## src/rtl/sprite_motion_sched_pkg.sv

```systemverilog
// Shared types for the sprite motion scheduler.
// Sprite state record, FSM states and colour stepping.
package sprite_pkg;

    localparam int WIDTH_DEF  = 800;
    localparam int HEIGHT_DEF = 600;

    typedef struct packed {
        logic [10:0] x;
        logic [10:0] y;
        logic        dir_x;
        logic        dir_y;
        logic [2:0]  color;
        logic        en;
    } sprite_t;

    typedef enum logic {
        IDLE,
        UPDATE
    } state_t;

    // Colour cycles 1..7; black is never re-entered.
    function automatic logic [2:0] color_next(input logic [2:0] c);
        return (c == 3'd7) ? 3'd1 : c + 3'd1;
    endfunction

endpackage

```

## src/rtl/sprite_motion_sched_if.sv

```systemverilog
// MCU-side sprite configuration port.
// The MCU is the master; the scheduler answers with cfg_ready.
interface sprite_motion_sched_if #(
    parameter int IW = 2
);
    logic          cfg_we;
    logic [IW-1:0] cfg_idx;
    logic [10:0]   cfg_x;
    logic [10:0]   cfg_y;
    logic [1:0]    cfg_dir;
    logic [2:0]    cfg_color;
    logic          cfg_en;
    logic          cfg_ready;

    modport master (
        output cfg_we, cfg_idx, cfg_x, cfg_y,
        output cfg_dir, cfg_color, cfg_en,
        input  cfg_ready
    );

    modport slave (
        input  cfg_we, cfg_idx, cfg_x, cfg_y,
        input  cfg_dir, cfg_color, cfg_en,
        output cfg_ready
    );
endinterface

```

## src/rtl/sprite_motion_sched_step.sv

```systemverilog
// Combinational bounce/step of one sprite.
// Shared by all sprites through the scheduler.
module sprite_step
    import sprite_pkg::*;
#(
    parameter int WIDTH  = WIDTH_DEF,
    parameter int HEIGHT = HEIGHT_DEF
) (
    input  sprite_t cur,
    output sprite_t nxt
);
    localparam logic [10:0] XMAX = 11'(WIDTH - 1);
    localparam logic [10:0] YMAX = 11'(HEIGHT - 1);

    logic bx;
    logic by;
    logic dx;
    logic dy;

    // Edge hit flips direction before stepping; one colour bump per pass.
    always_comb begin
        nxt = cur;
        bx  = (cur.x == 11'd0) || (cur.x == XMAX);
        by  = (cur.y == 11'd0) || (cur.y == YMAX);
        dx  = cur.dir_x ^ bx;
        dy  = cur.dir_y ^ by;
        nxt.dir_x = dx;
        nxt.dir_y = dy;
        nxt.x = dx ? cur.x + 11'd1 : cur.x - 11'd1;
        nxt.y = dy ? cur.y + 11'd1 : cur.y - 11'd1;
        if (bx || by) begin
            nxt.color = color_next(cur.color);
        end
    end
endmodule

```

## src/rtl/sprite_motion_sched.sv

```systemverilog
// Frame-synchronous sprite motion scheduler and pixel arbiter.
// One shared step unit walks all sprites during vertical blanking.
module sprite_motion_sched
    import sprite_pkg::*;
#(
    parameter int WIDTH     = WIDTH_DEF,
    parameter int HEIGHT    = HEIGHT_DEF,
    parameter int NUM_SPR   = 4,
    parameter int HALF      = 2,
    parameter int FRAME_DIV = 2
) (
    input  logic                 pixel_clk,
    input  logic                 rst,
    input  logic [10:0]          hcnt,
    input  logic [10:0]          vcnt,
    sprite_motion_sched_if.slave cfg,
    output logic                 busy,
    output logic                 frame_tick,
    output logic [2:0]           pixel_r_out,
    output logic [2:0]           pixel_g_out,
    output logic [2:0]           pixel_b_out
);
    localparam int IW = (NUM_SPR > 1) ? $clog2(NUM_SPR) : 1;
    localparam int DW = (FRAME_DIV > 1) ? $clog2(FRAME_DIV) : 1;
    localparam logic [IW-1:0] LAST = IW'(NUM_SPR - 1);
    localparam logic [DW-1:0] DMAX = DW'(FRAME_DIV - 1);
    localparam logic [10:0]   XMAX = 11'(WIDTH - 1);
    localparam logic [10:0]   YMAX = 11'(HEIGHT - 1);
    localparam logic [11:0]   H12  = 12'(HALF);

    state_t        state;
    state_t        state_n;
    logic [IW-1:0] idx;
    logic [IW-1:0] idx_n;
    logic          start;
    logic          pending;
    logic [DW-1:0] div;
    sprite_t       spr [NUM_SPR];
    sprite_t       cur;
    sprite_t       stepped;
    sprite_t       wr;
    logic          wr_ok;
    logic          hit;
    logic [2:0]    col;
    logic          active;

    assign busy          = (state == UPDATE);
    assign cfg.cfg_ready = rst && (state == IDLE);
    assign wr_ok         = cfg.cfg_we && cfg.cfg_ready;

    // Sprite currently owned by the shared step unit.
    always_comb begin
        cur = spr[idx];
    end

    sprite_step #(
        .WIDTH  (WIDTH),
        .HEIGHT (HEIGHT)
    ) u_step (
        .cur (cur),
        .nxt (stepped)
    );

    // Incoming config record, clamped into the visible area.
    always_comb begin
        wr.x     = (cfg.cfg_x > XMAX) ? XMAX : cfg.cfg_x;
        wr.y     = (cfg.cfg_y > YMAX) ? YMAX : cfg.cfg_y;
        wr.dir_x = cfg.cfg_dir[0];
        wr.dir_y = cfg.cfg_dir[1];
        wr.color = cfg.cfg_color;
        wr.en    = cfg.cfg_en;
    end

    // Pass sequencing: IDLE waits for a pending tick, UPDATE walks idx.
    always_comb begin
        state_n = state;
        idx_n   = idx;
        start   = 1'b0;
        unique case (state)
            IDLE: begin
                if (pending) begin
                    state_n = UPDATE;
                    idx_n   = '0;
                    start   = 1'b1;
                end
            end
            UPDATE: begin
                if (idx == LAST) begin
                    state_n = IDLE;
                end else begin
                    idx_n = idx + 1'b1;
                end
            end
            default: state_n = IDLE;
        endcase
    end

    // FSM state and sprite index registers.
    always_ff @(posedge pixel_clk or negedge rst) begin
        if (!rst) begin
            state <= IDLE;
            idx   <= '0;
        end else begin
            state <= state_n;
            idx   <= idx_n;
        end
    end

    // Frame tick, frame divider and pending-pass flag; a new set wins.
    always_ff @(posedge pixel_clk or negedge rst) begin
        if (!rst) begin
            frame_tick <= 1'b0;
            div        <= '0;
            pending    <= 1'b0;
        end else begin
            frame_tick <= (hcnt == 11'd0) && (vcnt == 11'(HEIGHT));
            if (start) begin
                pending <= 1'b0;
            end
            if (frame_tick) begin
                if (div == DMAX) begin
                    div     <= '0;
                    pending <= 1'b1;
                end else begin
                    div <= div + 1'b1;
                end
            end
        end
    end

    // Sprite table: config writes in IDLE, steps of enabled sprites in UPDATE.
    always_ff @(posedge pixel_clk or negedge rst) begin
        if (!rst) begin
            for (int i = 0; i < NUM_SPR; i++) begin
                spr[i] <= '0;
            end
        end else begin
            if (wr_ok) begin
                spr[cfg.cfg_idx] <= wr;
            end
            if (busy && cur.en) begin
                spr[idx] <= stepped;
            end
        end
    end

    // Coverage search; descending scan leaves the lowest index winning.
    always_comb begin
        hit    = 1'b0;
        col    = 3'd0;
        active = (hcnt < 11'(WIDTH)) && (vcnt < 11'(HEIGHT));
        for (int i = NUM_SPR - 1; i >= 0; i--) begin
            if (spr[i].en &&
                ({1'b0, hcnt} + H12 >= {1'b0, spr[i].x}) &&
                ({1'b0, hcnt} <= {1'b0, spr[i].x} + H12) &&
                ({1'b0, vcnt} + H12 >= {1'b0, spr[i].y}) &&
                ({1'b0, vcnt} <= {1'b0, spr[i].y} + H12)) begin
                hit = 1'b1;
                col = spr[i].color;
            end
        end
    end

    // Registered pixel drive, full intensity per set colour bit.
    always_ff @(posedge pixel_clk or negedge rst) begin
        if (!rst) begin
            pixel_r_out <= 3'd0;
            pixel_g_out <= 3'd0;
            pixel_b_out <= 3'd0;
        end else begin
            pixel_r_out <= (active && hit && col[2]) ? 3'b111 : 3'b000;
            pixel_g_out <= (active && hit && col[1]) ? 3'b111 : 3'b000;
            pixel_b_out <= (active && hit && col[0]) ? 3'b111 : 3'b000;
        end
    end
endmodule

```

## src/flat_wrapper.sv

```systemverilog
// flat-port wrapper written by rule: the top's interface ports become plain ports
module sprite_motion_sched_flat import sprite_pkg::*;
#(
    parameter int WIDTH     = WIDTH_DEF,
    parameter int HEIGHT    = HEIGHT_DEF,
    parameter int NUM_SPR   = 4,
    parameter int HALF      = 2,
    parameter int FRAME_DIV = 2
)
  (pixel_clk, rst, hcnt, vcnt, busy, frame_tick, pixel_r_out, pixel_g_out, pixel_b_out, cfg_cfg_we, cfg_cfg_idx, cfg_cfg_x, cfg_cfg_y, cfg_cfg_dir, cfg_cfg_color, cfg_cfg_en, cfg_cfg_ready);
  sprite_motion_sched_if #(.IW(2)) cfg_i ();
  input  logic pixel_clk;
  input  logic rst;
  input  logic [10:0] hcnt;
  input  logic [10:0] vcnt;
  output logic busy;
  output logic frame_tick;
  output logic [2:0] pixel_r_out;
  output logic [2:0] pixel_g_out;
  output logic [2:0] pixel_b_out;
  input wire logic [$bits(cfg_i.cfg_we)-1:0] cfg_cfg_we;
  input wire logic [$bits(cfg_i.cfg_idx)-1:0] cfg_cfg_idx;
  input wire logic [$bits(cfg_i.cfg_x)-1:0] cfg_cfg_x;
  input wire logic [$bits(cfg_i.cfg_y)-1:0] cfg_cfg_y;
  input wire logic [$bits(cfg_i.cfg_dir)-1:0] cfg_cfg_dir;
  input wire logic [$bits(cfg_i.cfg_color)-1:0] cfg_cfg_color;
  input wire logic [$bits(cfg_i.cfg_en)-1:0] cfg_cfg_en;
  output wire logic [$bits(cfg_i.cfg_ready)-1:0] cfg_cfg_ready;
  assign cfg_i.cfg_we = cfg_cfg_we;
  assign cfg_i.cfg_idx = cfg_cfg_idx;
  assign cfg_i.cfg_x = cfg_cfg_x;
  assign cfg_i.cfg_y = cfg_cfg_y;
  assign cfg_i.cfg_dir = cfg_cfg_dir;
  assign cfg_i.cfg_color = cfg_cfg_color;
  assign cfg_i.cfg_en = cfg_cfg_en;
  assign cfg_cfg_ready = cfg_i.cfg_ready;
  sprite_motion_sched #(.WIDTH(WIDTH), .HEIGHT(HEIGHT), .NUM_SPR(NUM_SPR), .HALF(HALF), .FRAME_DIV(FRAME_DIV)) u_core (.pixel_clk(pixel_clk), .rst(rst), .hcnt(hcnt), .vcnt(vcnt), .cfg(cfg_i), .busy(busy), .frame_tick(frame_tick), .pixel_r_out(pixel_r_out), .pixel_g_out(pixel_g_out), .pixel_b_out(pixel_b_out));
endmodule
```

## config.mk

```make
export PLATFORM = sky130hd
export DESIGN_NAME = sprite_motion_sched_flat
export DESIGN_NICKNAME = d
export VERILOG_FILES = /design/src/rtl/sprite_motion_sched_pkg.sv /design/src/rtl/sprite_motion_sched_if.sv /design/src/rtl/sprite_motion_sched_step.sv /design/src/rtl/sprite_motion_sched.sv /design/src/flat_wrapper.sv
export SDC_FILE = /design/constraint.sdc
export NUM_CORES = 1
export LEC_CHECK = 0
export ABC_AREA = 0
export CORE_ASPECT_RATIO = 1.5
export CORE_MARGIN = 5
export CORE_UTILIZATION = 34
export DETAILED_ROUTE_END_ITERATION = 8
export PLACE_DENSITY = 0.56
export SLEW_MARGIN = 20
export SYNTH_ARGS = -nofsm -noshare
export SYNTH_HDL_FRONTEND = slang
export SYNTH_SLANG_ARGS = --single-unit
```

## constraint.sdc

```tcl
create_clock -name pixel_clk -period 4.95 [get_ports pixel_clk]
set_input_delay 0.99 -clock pixel_clk [delete_from_list [all_inputs] [get_ports pixel_clk]]
set_output_delay 0.99 -clock pixel_clk [all_outputs]
set_load 0.05 [all_outputs]
```

Word-level counts from Yosys, hierarchy flattened
Cells that the tools add are included.

Mux-type cells: 39. $add $sub $neg: 17. Div/mod/pow operators: 0. Reductions and logical operators: 34. Order comparisons: 24. Multiply operators: 0. Equality and inequality tests: 7. Shifts and indexed selects: 0. Bitwise gates (word level): 5.

Operators with widths (count): 112-bit bitwise mux (2); 112-bit two-way mux (2); 11-bit by 2-bit adder with 12-bit output (second input constant) (10); 28-bit demux with 2-bit select (2); 28-bit two-way mux (4); 12-bit by 11-bit greater-or-equal comparator with 1-bit output (8); 11-bit by 12-bit <= comparator with 1-bit output (8); 28-bit binary-select mux with 2-bit select (1); 11-bit two-way mux (4); 11-bit by 10-bit equality test with 1-bit output (second input constant) (3); 11-bit logical NOT (3); 1-bit logical AND (27); 3-bit two-way mux (9); 11-bit by 1-bit adder with 11-bit output (second input constant) (2); 11-bit by 10-bit > comparator with 1-bit output (second input constant) (2); 11-bit by 10-bit < comparator with 1-bit output (second input constant) (2); 11-bit by 1-bit subtractor with 11-bit output (second input constant) (2); 1-bit two-way mux (11); 3-bit greater-or-equal comparator (second input constant) (2); 3-bit by 1-bit < comparator with 1-bit output (second input constant) (2); 2-bit inverter with 3-bit output (2); 2-bit two-way mux (2); 2-bit case mux with 2 select lines (1); 3-bit by 1-bit adder with 3-bit output (second input constant) (1); other kinds (11) (14).

Bits in registers: 127. Memories kept: 0. Logic and storage cells: 158. Bits of input ports: 55. Bits in read-only memories: 0. RAM bits: 0. Bits in latches: 0. Output and inout port bits: 12.

Logic depth before layout (Yosys ltp)
Gate-level depths: netlist of run 1.

Depth after elaboration: 13. Mapped depth: 17.

Cells and area by module
From an unflattened synthesis of run 1, not the netlist that was laid out.

Cell total of the unflattened synthesis: 1565. Area total of the unflattened synthesis: 12853.6 sq um.

By module, submodules not included: sprite_motion_sched (area each 11830.1 sq um, cells an instance 1423, instances 1); sprite_step (area each 1023.5 sq um, cells an instance 142, instances 1).

Worst setup path after synthesis of run 1
OpenSTA, ideal clock, no wires.

Path kind: register -> register. From: reg u_core.idx[0]. To: reg u_core.spr[16] (netlist name). Stages on the path, launching flop included: 15. Arrival time: 4.194 ns. Setup time: 0.132 ns. Data required time: 4.818 ns. Clock period less this slack: 4.327 ns. Path slack: 0.623 ns. Path buffers: 1. Cells stage by stage: dfrtp_1 > buf_6 > mux4_2 > or4_1 > or3_4 > xor2_1 > ha_1 > nor2b_1 > o21ai_0 > nand2b_1 > and3_1 > o31ai_1 > o21ai_0 > xnor2_1 > o21ai_0.

Cells in the longest elaborated chain, start to end: 10. Elaborated cells between the ends (all ways): 19. Classes of those cells: add/sub: 2; order compare: 2; eq/ne: 1; mux: 8; bitwise: 2; reduce/logical: 4.

RTL lines: from (decl) (RTL line sprite_motion_sched.sv:33) `logic [IW-1:0] idx;`; from (signal assigned) (RTL line sprite_motion_sched.sv:105) `idx <= idx_n;`; 2-bit inverter with 3-bit output (implied by the code) * (RTL line sprite_motion_sched.sv:53, sprite_motion_sched.sv:142); branches (longest 8 deep; another with 11-bit by 1-bit subtractor with 11-bit output); 112-bit two-way mux * (RTL line sprite_motion_sched.sv:141) `if (busy && cur.en) begin`; to (signal, indexed assignment) (RTL line sprite_motion_sched.sv:139) `spr[cfg.cfg_idx] <= wr;`; to (signal, indexed assignment) (RTL line sprite_motion_sched.sv:142) `spr[idx] <= stepped;`; to (decl) (RTL line sprite_motion_sched.sv:38) `sprite_t spr [NUM_SPR];`.

Mark *: on every way between the ends. The select of a mux whose other input is x is not followed. A chain may end at the register's enable or synchronous reset.

Final worst setup path of run 1
From: reg u_core.idx[0]. To: reg u_core.spr[55] (netlist name).

Cells in the longest elaborated chain, start to end: 10. Elaborated cells between the ends (all ways): 19. Classes of those cells: add/sub: 2; order compare: 2; eq/ne: 1; mux: 8; bitwise: 2; reduce/logical: 4.

RTL lines (RTL line): 2-bit inverter with 3-bit output (implied by the code) * (sprite_motion_sched.sv:53, sprite_motion_sched.sv:142); branches (longest 8 deep; another with 11-bit by 1-bit subtractor with 11-bit output); 112-bit two-way mux * (sprite_motion_sched.sv:141).

Marks and branches as above.

==> results list, run 1 <==
* Post-synth cell types: 64
- The clock drives 121 sinks.
* Vias post-DR: around 12,000
* Most used flip-flop cell after synthesis: sky130_fd_sc_hd__dfrtp_1
* Core Region: between 30,000 and 40,000 um^2
- RD Place Congestion: between 0.9 and 1
- CP Max Fanout: 13
- Area added between synthesis and finish: 17.43%
* Worst max-slew margin expressed relative to the limit: about a quarter
* Switching fraction of total power: 41.89%
- Port Buffers: 66
- Measured in cells, the most critical reg-to-reg path has a length of 15.
- Post-layout nets: 1,905
* Sequential fraction of the synthesis area: about a quarter
- Of the total power, registers draw about a quarter.
- TritonCTS built the clock tree.
* Gates resized, CTS repair: 0
* Power share of the clock group: 24.6%
- Vias in the first global route: 12,100
- For the worst setup path, the data required time is 5.21 ns.
* Slew Limit Fails: 0
* Most common cell after layout, fill and taps aside: sky130_fd_sc_hd__ha_1
- Once detailed placement completed, the half-perimeter wirelength came to ~38 mm.
* Cell count after synthesis: between 1,500 and 2,000
* Net switching component of the power: 2.096 mW
- The final layout contains routed wiring with a total length of between 40 and 50 mm.
- Counting the buffers created by CTS gives 17.
- Adding up every negative setup slack in the final design gives 0 ns.
* Clock tree skew after final layout: 0.008813 ns
* Post-synth net total: 1,802
- Capture instance of the worst register-to-register path: u_core.spr[55]$_DFF_PN0_
* Setup Buffers After CTS: 0
- Hold WC Path Type: reg -> reg
- The critical path starts at u_core.idx[0]$_DFFE_PN0P_.
* Worst slew pin tran: roughly 1.1 ns
* Static leakage: 6.572 nW
- Portion of total power attributed to combinational logic: about half
- Leaving out fill and tap cells, the most frequent cells in the layout are 202 x sky130_fd_sc_hd__ha_1, 178 x sky130_fd_sc_hd__nand2_1, 120 x sky130_fd_sc_hd__dfrtp_1.
* Clock slew at the register clock pins of the worst setup and hold paths: 0.06 ns
- Setup repair after global routing missed its margin: false
- Sorting the synthesized cells by area gives the leading types as sky130_fd_sc_hd__dfrtp_1 24%, sky130_fd_sc_hd__ha_1 20%, sky130_fd_sc_hd__xnor2_1 5.9%.
* Reg2reg start: u_core.idx[0]$_DFFE_PN0P_
* Final core utilization: 40.09%
* DIE AREA: slightly above 40,000 um^2
* Number of detailed-route iterations in the first pass: 5
- In this run the worst setup path terminates at u_core.spr[55]$_DFF_PN0_.
- Max Fclk: between 0.2 and 0.25 GHz
* PD cells: 334.3 nW/um^2
* Largest net degree at the start of global routing: 76
- Counting flops with an async set or reset pin after synthesis yields a share of 100.0%.
- Status: complete, no violations
- In this run, synthesis produced a sequential element count of about 120.
* Die height: 247.1 um
- Initial antenna violation count: 0
- Clock latency of the later-clocked register in the worst-skew pair: around 0.42 ns
- Average cell area after synthesis: roughly 8.3 um^2
- In this run the remaining antenna-violating nets after routing total 0.
- Clock tree synthesis selected as its root buffer the cell sky130_fd_sc_hd__clkbuf_16.
- Final number of hold-violating endpoints: 0
* Area fraction of the dominant cell type after synthesis: around a quarter
- Starting utilization of the core area: 34.14%
- For this run, the number of Yosys warnings is 0.
* Share of post-route cells with drive strength above 1: 9.952%
- Die width: 168.1 um
- Count of antenna diodes in the layout: 0
- By startpoint and endpoint, the worst setup path is classified as reg -> reg.
- The clock passes through at most 2 buffers.
* Routed length per placed instance: 22.27 um
* Critical path endpoint category: register
- The largest total area in the synthesized netlist belongs to sky130_fd_sc_hd__dfrtp_1.
- During I/O placement, the number of pins put on the boundary was 67.
- In the routed design, unresolved DRC markers number 0.
- Worst Path Arrival: a little under 5 ns
- Count of final setup violators: 0
* Internal Power: 2.908 mW
- Netlist Area Pre-Place: 12,750 um^2
* First-pass GRT wire length: 71.86 mm
- After layout, the minimum clock period comes to 4.704 ns.
* Initial detailed-routing violation count: 787
- Max H-tree Level: 4
- Max-cap violations in this run came to 0.
- Via density: between 5 and 6
* Crit start category: register
* Hold_buf cts: 0
- Standard-cell row count: 87
- All-layer global routing usage: 22.63%
- Final period utilization: 95.04%
- Yosys mapped a number of flops with a built-in enable equal to 0.
- Register-to-Register Setup Slack: 0.25 ns
- Total overflow reported by the global router: 0
- VDD sags by at most 0.1625 mV.
## routing by layer
metal  routed length (um)  vias up  track usage, %
met5                    0        -               0
met2                24260      405           41.07
met4                 4630        0           17.72
met3                 1882      136           2.303
li1                     -     5795               -
met1                17050     5903           23.69
## power by group through the flow
| stage | registers (mW) | clock network, mW | logic (mW) |
|---|---|---|---|
| 2_1_floorplan | 1.27 | 0 | 1.65 |
| 3_3_place_gp | 1.34 | 0 | 2.39 |
| 3_5_place_dp | 1.34 | 0 | 2.42 |
| 4_1_cts | 1.33 | 1.24 | 2.44 |
| 5_1_grt | 1.34 | 1.29 | 2.71 |
| 6_report | 1.33 | 1.23 | 2.44 |
## kinds of logic after synthesis
kind of cell / synth area share [%]
adders and majority gates: 20.14
buffers and inverters: 5.281
AOI/OAI and AO/OA: 18.67
muxes: 5.958
xor gates and xnor gates: 7.077
and+or+nand+nor: 19.12
DFF: 23.75
## registers in the layout, indices dropped and copies added, names as in the netlist
signal and count:
u_core.pending 1, u_core.div 1, u_core.frame_tick 1, u_core.pixel_b_out 1, u_core.spr 112, u_core.idx 2, u_core.busy 1, u_core.pixel_g_out 1
u_core.pixel_r_out 1
## worst min path at each step
stage,start,endpoint,slack (ns),cells after the start
4_1_cts,u_core.div$_DFFE_PN0P_,u_core.div$_DFFE_PN0P_,0.47,1
5_1_grt,u_core.div$_DFFE_PN0P_,u_core.div$_DFFE_PN0P_,0.48,1
3_3_place_gp,u_core.div$_DFFE_PN0P_,u_core.div$_DFFE_PN0P_,0.46,1
2_1_floorplan,u_core.div$_DFFE_PN0P_,u_core.div$_DFFE_PN0P_,0.44,1
6_report,u_core.div$_DFFE_PN0P_,u_core.div$_DFFE_PN0P_,0.47,1
3_5_place_dp,u_core.div$_DFFE_PN0P_,u_core.div$_DFFE_PN0P_,0.46,1
## critical path, cell delays in order, from the launching register on
cell	delay (ns)
sky130_fd_sc_hd__dfrtp_2	0.38
sky130_fd_sc_hd__buf_12	0.18
sky130_fd_sc_hd__mux4_2	0.57
sky130_fd_sc_hd__or4_1	0.52
sky130_fd_sc_hd__nor4_1	0.24
sky130_fd_sc_hd__o21ai_1	0.17
sky130_fd_sc_hd__xor2_2	0.43
sky130_fd_sc_hd__ha_1	0.37
sky130_fd_sc_hd__nor2b_1	0.14
sky130_fd_sc_hd__o21ai_0	0.14
sky130_fd_sc_hd__nand2b_1	0.11
sky130_fd_sc_hd__and3_1	0.21
sky130_fd_sc_hd__o31ai_1	0.40
sky130_fd_sc_hd__o21ai_0	0.19
sky130_fd_sc_hd__xnor2_1	0.33
sky130_fd_sc_hd__o21ai_0	0.14
## cells in the mapped netlist, drive strengths merged, types with 11 or more instances
| master | n |
|---|---|
| buf | 13 |
| mux4 | 28 |
| and2 | 11 |
| xnor2 | 86 |
| a21oi | 96 |
| xor2 | 17 |
| clkbuf | 45 |
| a31oi | 12 |
| nand2 | 183 |
| dfrtp | 121 |
| nand2b | 16 |
| o211ai | 59 |
| a21o | 32 |
| nand3 | 70 |
| inv | 110 |
| nand4 | 36 |
| nor4 | 16 |
| nor3 | 30 |
| ha | 202 |
| a211oi | 17 |
| nor2 | 118 |
| o21ai | 124 |
## area by class of cell
cell class                 instances  area [um^2]
sequential                       121         3029
timing repair buffer             142         1257
clock buffer                      25        515.5
multi-input combinational       1254         9080
inverter                         110        412.9
clock inverter                     6        62.56
tap                              489        611.8
fill                            3757        22370
## per-stage QoR
step	hold WS, ns	worst slack, ns	cell area (um^2)	cells	total power, mW
floorplan	0.4426	0.6233	12750	1543	2.914
global placement	0.4576	0.1187	14370	2116	3.726
detailed placement	0.4647	0.01307	14370	2116	3.766
CTS	0.4731	0.05727	14950	2147	5.010
global route	0.4837	0.01031	14970	2147	5.341
finish	0.4693	0.2457	14970	2147	5.004
(Power assumes the default switching activity.)
==> inputs of run 2 (changes only) <==
CELL_PAD_IN_SITES_DETAIL_PLACEMENT = 2   (was not set)
CELL_PAD_IN_SITES_GLOBAL_PLACEMENT = 2   (was not set)
PLACE_DENSITY = 0.81   (was 0.56)
SYNTH_HIERARCHICAL = 1   (was not set)
==> run 2 against run 1 <==
Synthesized cell count rose by 1.4%. Via count increased by 3.9%. Die area is 0.79% higher. Critical endpoint is now u_core/spr[100]$_DFF_PN0_. Largest cell class unchanged.
==> results list, run 2 <==
- Gates resized, CTS repair: 0 (unchanged)
- The tightest min-delay check is of the reg -> reg type.
- Status: complete, no violations
- The number of buffers added on ports came to 66 (unchanged).
* Count of antenna diodes in the layout: 0 (unchanged)
- STA classifies the critical path startpoint as a register.
* Post-layout nets: 1,859 (-2.4%)
- CTS Buf Count: 17 (unchanged)
* Post-route non-filler standard cell count: 2,120 (-1.3%)
* Post-Synth Simple-Gate Area: 20.61% (+1.5 points)
* CTS tree: yes
- Top-Level Pins: 67 (unchanged)
- Die width: 168.8 um (+0.39%)
- Clock latency of the later-clocked register in the worst-skew pair: 0.43 ns (about the same)
* Critical path endpoint category: register
- Core Region: 37,450 um^2 (+0.29%)
- Area fraction of the dominant cell type after synthesis: 23.56% (-0.20 points)
- Ranked by flip-flop count, first place goes to u_core/spr.
* Cell taking the most area after synthesis: sky130_fd_sc_hd__dfrtp_1
* Worst endpoint required time: 5.28 ns (+0.07 ns)
- The portion of netlist area occupied by mux cells is 6.337% (+0.38 points).
* First-pass GRT wire length: 85.78 mm (+19%)
* Hold_buf cts: 0 (unchanged)
- The clock sink count was 121 (unchanged).
* Area added between synthesis and finish: 14.66%
- The final hold slack is 0.4834 ns (+0.01419 ns).
- The largest net degree at the start of global routing is 65 (-14%).
- Routed length per placed instance: 26.40 um (+19%)
- Cells taking the most area after synthesis: sky130_fd_sc_hd__dfrtp_1 24%, sky130_fd_sc_hd__ha_1 18%, sky130_fd_sc_hd__xnor2_1 5.7%
* Post-synth net total: 1,806 (+0.22%)
- The root buffer cell chosen for the clock tree is sky130_fd_sc_hd__clkbuf_16.
* Number of warnings printed during yosys synthesis: 6 (+6)
- Total power draw: 4.972 mW (-0.64%)
- The largest registers in the layout are u_core/spr (112), u_core/idx (2).
- Setup WS post-layout: 0.2433 ns (-0.002423 ns)
- The number of max-cap violations was 0 (unchanged).
- The finished layout cell area was 14,740 um^2 (-1.5%).
- Vias post-DR: 12,720 (+3.9%)
- DIE AREA: 41,870 um^2 (+0.79%)
- Post-synth EDFFs: 0 (unchanged)
- The count of antenna-violating nets left after detailed routing came to 0 (unchanged).
* Max H-tree Level: 4 (unchanged)
- The normalized max-slew margin was 23.03% (-2.1 points).
- Most used flip-flop cell after synthesis: sky130_fd_sc_hd__dfrtp_1
- Starting utilization of the core area: 34.33% (+0.18 points)
- The areal power density over the cells was 337.4 nW/um^2 (+0.92%).
- The max-slew violation total from the final report came to 0 (unchanged).
* Async set or reset register ratio after synthesis: 100.0% (unchanged)
* Max reg flops: 112 (unchanged)
* Crit Path Class: reg -> reg
- Cell count after synthesis: 1,565 (+1.4%)
- Initial antenna violation count: 0 (unchanged)
- The peak clock frequency supported by timing was 0.2125 GHz (about the same).
- Final core utilization: 39.36% (-0.73 points)
- Setup Buffers After CTS: 0 (unchanged)
- The portion of the clock cycle consumed by the worst path in the final layout is 95.09% (about the same).
- CP Max Fanout: 21 (+8)
* Final number of hold-violating endpoints: 0 (unchanged)
* Worst slew pin tran: 1.154 ns (+0.03567 ns)
* Via density: 5.999 (+5.2%)
- The final wirelength was 55.98 mm (+17%).
- Total overflow reported by the global router: 0 (unchanged)
- Clock slew at the register clock pins of the worst setup and hold paths: 0.06 ns (about the same)
* Setup TNS: 0 ns (unchanged)
* Post-synthesis xor/xnor area fraction: 7.135% (+0.058 points)
- Average cell area after synthesis: 8.213 um^2 (-0.58%)
- The number of setup violations in the final report is 0 (unchanged).
- The DRC violations left was 0 (unchanged).
- The final estimated routing congestion in global placement came to 0.8980 (-6.4%).
- The number of distinct library cells after synthesis came to 83 (+30%).
- Maximum resistive drop on vdd: 0.1745 mV (+7.4%)
- Vias in the first global route: 14,300 (+18%)
- The share of the synthesized area in compound gates (AO/OA/AOI/OAI) was 18.69% (+0.021 points).
- Static leakage: 6.233 nW (-5.2%)
- Final worst path period need: 4.707 ns (+0.002423 ns)
- Flop and latch count out of synthesis: 121 (unchanged)
* Clock tree skew after final layout: 0.008211 ns (-0.0006025 ns)
* Dominant combinational cell family by area after synthesis: simple AND/OR/NAND/NOR gates
- Cell area after placement: 14,120 um^2 (-1.8%)
- Netlist Area Pre-Place: 12,850 um^2 (+0.83%)
- Sequential fraction of the synthesis area: 23.56% (-0.20 points)
- Placement-stage worst setup slack: 0.07949 ns (+0.06642 ns)
* Number of detailed-route iterations in the first pass: 7 (+2)
* Worst Path Arrival: 5.04 ns (+0.07 ns)
- Synth top cells by count: 186 x sky130_fd_sc_hd__ha_1, 178 x sky130_fd_sc_hd__nand2_1, 135 x sky130_fd_sc_hd__a21oi_1
- By instance count, the leading cell after synthesis is sky130_fd_sc_hd__ha_1.
- All-layer global routing usage: 26.73% (+4.1 points)
- The fraction of layout cells with a size suffix above 1 was 8.461% (-1.5 points).
- Standard-cell row count: 87 (unchanged)
- Adder and majority cell fraction of the synthesized area: 18.11% (-2.0 points)
- In the layout the commonest cells are 186 x sky130_fd_sc_hd__ha_1, 177 x sky130_fd_sc_hd__nand2_1, 135 x sky130_fd_sc_hd__a21oi_1.
* Filler cell count: 4,346 (+16%)
- Post-DP HPWL: 43.89 mm (+15%)
- The number of buffers between clock root and the deepest sink came to 2 (unchanged).
* Die height: 248.1 um (+0.40%)
* Placed cell count: 2,088 (-1.3%)
- Most common cell after layout, fill and taps aside: sky130_fd_sc_hd__ha_1
* Initial detailed-routing violation count: 508 (-35%)
* Setup repair after global routing missed its margin: false
[run 2: power by group]
part	leakage [nW]	switching, mW	internal [mW]
sequential	1.48	0.357	1.16
clock	0.303	0.474	0.857
combinational	4.45	1.26	0.862
[run 2: cell type report]
cell class | instances | area, um^2 | share of cell area [%]
flip-flops and latches | 121 | 3029 | 20.55
clock inverters | 7 | 112.6 | 0.7641
multi-input cells | 1271 | 9129 | 61.94
well taps | 489 | 611.8 | 4.151
inverters | 101 | 379.1 | 2.572
clock buffers | 25 | 505.5 | 3.430
repair buffers | 106 | 970.9 | 6.588
[run 2: cell families (layout without fill, tap and decap cells)]
kind of cell | count (synthesis) | count (layout)
fa+ha+maj | 186 | 186
mux | 46 | 46
buf+inv | 173 | 239
flops | 121 | 121
compound gates | 386 | 386
simple gates | 550 | 550
xor+xnor | 103 | 103
[run 2: worst paths after layout]
check / start / end / slack [ns] / cells after the start
max: u_core/idx[1]$_DFFE_PN0P_ / u_core/spr[100]$_DFF_PN0_ / 0.24 / 15
min: u_core/div$_DFFE_PN0P_ / u_core/div$_DFFE_PN0P_ / 0.48 / 1
max reg2reg: u_core/idx[1]$_DFFE_PN0P_ / u_core/spr[100]$_DFF_PN0_ / 0.24 / 15
min reg2reg: u_core/div$_DFFE_PN0P_ / u_core/div$_DFFE_PN0P_ / 0.48 / 1
max in group asynchronous: rst / u_core/spr[93]$_DFF_PN0_ / 2.76 / 3
min in group asynchronous: rst / u_core/spr[106]$_DFF_PN0_ / 0.78 / 2
[run 2: routing by layer]
metal	vias to the layer above	part of all wire, %	GRT usage, %
li1	5740	-	-
met5	-	0	0
met4	0	10	22.09
met3	187	2.1	2.699
met2	287	53	50.25
met1	6503	35	26.13
[run 2: critical path, cell delays in order (launching register included)]
cell and delay [ns]:
sky130_fd_sc_hd__dfrtp_1 0.79, sky130_fd_sc_hd__buf_4 0.46, sky130_fd_sc_hd__mux4_2 0.47, sky130_fd_sc_hd__or3_1 0.46
sky130_fd_sc_hd__o22ai_1 0.17, sky130_fd_sc_hd__nand3_1 0.23, sky130_fd_sc_hd__xnor2_2 0.28, sky130_fd_sc_hd__xnor2_1 0.11
sky130_fd_sc_hd__ha_1 0.21, sky130_fd_sc_hd__nand2b_1 0.19, sky130_fd_sc_hd__or3_1 0.36, sky130_fd_sc_hd__o41ai_1 0.27
sky130_fd_sc_hd__o21ai_1 0.10, sky130_fd_sc_hd__o21ai_1 0.28, sky130_fd_sc_hd__nand2_1 0.13, sky130_fd_sc_hd__o31ai_1 0.09
==> inputs of run 3 (changes only) <==
clock period = 5.5 ns   (was 4.95 ns; I/O delays follow)
==> run 3 against run 2 <==
First-iteration DRC count rose by 21%. Largest power group unchanged. Flip-flop and latch count is the same. Worst setup slack better by 0.38 ns. Sequential share of layout area grew 0.26 points. Register-to-register slack better by 0.38 ns. Routed wire length increased by 0.65%. Critical endpoint is now u_core/spr[72]$_DFF_PN0_. Via count is 0.70% higher.
==> results list, run 3 (synthesis results as in run 2) <==
- Final worst path period need: 4.876 ns (+0.1695 ns)
- The violation count after the first detailed-routing iteration is 615 (+21%).
- Crit Path Class: reg -> reg
- Clock slew at the register clock pins of the worst setup and hold paths: 0.06 ns (about the same)
- The max-slew violation total from the final report was 0 (unchanged).
* Number of maximum-capacitance constraint violations: 0 (unchanged)
- Die height: 248.1 um (unchanged)
- The placed wire-length estimate after detailed placement came to 43.35 mm (-1.2%).
- The share of power burned in combinational logic came to 42.7% (about the same).
- Standard-cell row count: 87 (unchanged)
* Vias in the first global route: 14,340 (+0.29%)
* Crit. Startpoint: u_core/idx[1]$_DFFE_PN0P_
- The peak clock frequency supported by timing is 0.2051 GHz (-3.5%).
- The clock insertion delay at the later pin of the skew report is 0.43 ns (about the same).
* First-pass GRT wire length: 85.55 mm (-0.27%)
- Post-route DRC violation count: 0 (unchanged)
- The relative contribution of the clock network to total power came to 25.3% (-1.5 points).
- The die area was 41,870 um^2 (unchanged).
- The worst setup path is captured at a register.
- Final number of hold-violating endpoints: 0 (unchanged)
- The I/O pin total is 67 (unchanged).
- The startpoint identified for the worst register-to-register timing path is u_core/idx[1]$_DFFE_PN0P_.
* Hold_buf cts: 0 (unchanged)
- Number of detailed-route iterations in the first pass: 5 (-2)
- Maximum root-to-sink buffer count: 2 (unchanged)
* Worst endpoint required time: 5.82 ns (+0.54 ns)
* Routed length per placed instance: 26.82 um (+1.6%)
- Post-layout nets: 1,841 (-0.97%)
- The largest net degree at the start of global routing is 75 (+15%).
- The flow ran to the end, and the final reports show no timing, DRC or antenna violations.
- The library cell used most frequently in the layout, excluding fill and tap cells, is sky130_fd_sc_hd__ha_1.
* Die width: 168.8 um (unchanged)
- The total global routing overflow is 0 (unchanged).
* Filler cell count: 4,292 (-1.2%)
- The fraction of layout cells with a size suffix above 1 is 7.506% (-0.95 points).
- The final estimated routing congestion in global placement came to 0.8761 (-2.4%).
- The count of antenna-violating nets left after detailed routing is 0 (unchanged).
* Switching fraction of total power: 43.42% (+1.4 points)
* Max reg flops: 112 (unchanged)
- The routed via count divided by cell count came to 6.095 (+1.6%).
- More flip-flops sit in one register than any other, and that register is u_core/spr.
- The number of cell instances on the worst register-to-register path was 15 (unchanged).
* Static leakage: 6.116 nW (-1.9%)
- Count of final setup violators: 0 (unchanged)
- The total CTS buffers is 17 (unchanged).
* Internal Power: 2.477 mW (-14%)
- Count of antenna diodes in the layout: 0 (unchanged)
- Hold WC Path Type: in -> async
- The level count of the clock H-tree came to 4 (unchanged).
- Area added between synthesis and finish: 13.24%
* Gates resized, CTS repair: 0 (unchanged)
- CP Max Fanout: 22 (+4.8%)
* Clock tree skew after final layout: 0.01036 ns (+0.002152 ns)
- Setup TNS: 0 ns (unchanged)
- Maximum resistive drop on vdd: 0.1261 mV (-28%)
- PD cells: 300.8 nW/um^2 (-11%)
* Sink count of the clock tree: 121 (unchanged)
- Vias post-DR: 12,810 (+0.70%)
* Root Driver: sky130_fd_sc_hd__clkbuf_16
* Worst Path Arrival: 5.19 ns (+0.15 ns)
- Net switching component of the power: 1.901 mW (-9.0%)
- In the final layout, the registers with the most flip-flops are u_core/spr (112), u_core/idx (2).
- Setup Buffers After CTS: 0 (unchanged)
- Starting utilization of the core area: 34.33% (unchanged)
- The normalized max-slew margin was 25.74% (+2.7 points).
- TritonCTS built the clock tree.
- Highest-count cells in the layout ignoring fill and taps: 186 x sky130_fd_sc_hd__ha_1, 177 x sky130_fd_sc_hd__nand2_1, 135 x sky130_fd_sc_hd__a21oi_1
* Final WL: 56.34 mm (+0.65%)
- Final-layout worst hold slack: 0.4767 ns (-0.006789 ns)
* Initial antenna violation count: 0 (unchanged)
* Crit start category: register
* Core Region: 37,450 um^2 (unchanged)
- The portion of total power attributed to sequential cells came to 31.9% (+1.3 points).
- The number of buffers added on ports came to 66 (unchanged).
- Final period utilization: 88.66% (-6.4 points)
- Worst slew pin tran: 1.114 ns (-0.04059 ns)
* Setup repair after global routing missed its margin: false
- The total global routing track utilization came to 26.56% (-0.17 points).
==> run 3: final cells by class <==
class | count | area (um^2) | share of cell area (%)
sequential | 121 | 3029 | 20.81
inverter | 101 | 379.1 | 2.605
clock inverter | 12 | 126.4 | 0.8682
multi-input combinational | 1271 | 9126 | 62.70
timing repair buffer | 88 | 839.6 | 5.768
clock buffer | 19 | 442.9 | 3.043
tap | 489 | 611.8 | 4.204
==> run 3: through the flow <==
| stage | setup slack (ns) | util (%) | power [mW] | instance area, um^2 | instances |
|---|---|---|---|---|---|
| floorplan | 0.8372 | - | 2.476 | 12850 | 1565 |
| global placement | 0.5261 | 37.31 | 3.097 | 13970 | 2070 |
| detailed placement | 0.3015 | 37.31 | 3.233 | 13970 | 2070 |
| CTS | 0.7043 | 38.83 | 4.381 | 14540 | 2101 |
| global route | 0.4224 | 38.87 | 4.624 | 14560 | 2101 |
| finish | 0.6238 | 38.87 | 4.379 | 14560 | 2101 |
==> run 3: path summary, 6_finish.rpt <==
kind	end	slack [ns]
max	u_core/spr[72]$_DFF_PN0_	0.62
min reg2reg	u_core/div$_DFFE_PN0P_	0.49
min in group pixel_clk	u_core/div$_DFFE_PN0P_	0.49
max in group asynchronous	u_core/spr[104]$_DFF_PN0_	3.46
min	u_core/spr[106]$_DFF_PN0_	0.48
max reg2reg	u_core/spr[72]$_DFF_PN0_	0.62
==> run 3: worst max-delay path: stages, from the launching register on <==
cell,delay (ns)
sky130_fd_sc_hd__dfrtp_1,0.72
sky130_fd_sc_hd__buf_4,0.48
sky130_fd_sc_hd__mux4_2,0.47
sky130_fd_sc_hd__or3_1,0.47
sky130_fd_sc_hd__o22ai_1,0.21
sky130_fd_sc_hd__nand3_1,0.28
sky130_fd_sc_hd__xnor2_2,0.31
sky130_fd_sc_hd__xnor2_1,0.11
sky130_fd_sc_hd__ha_1,0.28
sky130_fd_sc_hd__nand2b_1,0.22
sky130_fd_sc_hd__or3_1,0.35
sky130_fd_sc_hd__o41ai_1,0.28
sky130_fd_sc_hd__o21ai_1,0.09
sky130_fd_sc_hd__o21ai_1,0.23
sky130_fd_sc_hd__nand2_1,0.13
sky130_fd_sc_hd__o31ai_1,0.11
==> run 3: power groups by stage <==
| stage | Clock, mW | Sequential (mW) | Combinational (mW) |
|---|---|---|---|
| CTS | 1.13 | 1.39 | 1.87 |
| floorplan | 0 | 1.19 | 1.28 |
| global placement | 0 | 1.39 | 1.71 |
| finish | 1.11 | 1.40 | 1.87 |
| detailed placement | 0 | 1.40 | 1.84 |
| global route | 1.17 | 1.40 | 2.06 |
==> run 3: routing by layer <==
layer,track usage [%],wire [um],up-vias
met4,23.07,5982,0
li1,-,-,5708
met1,26.09,19760,6582
met2,49.29,29330,328
met3,2.588,1267,188
met5,0,0,-
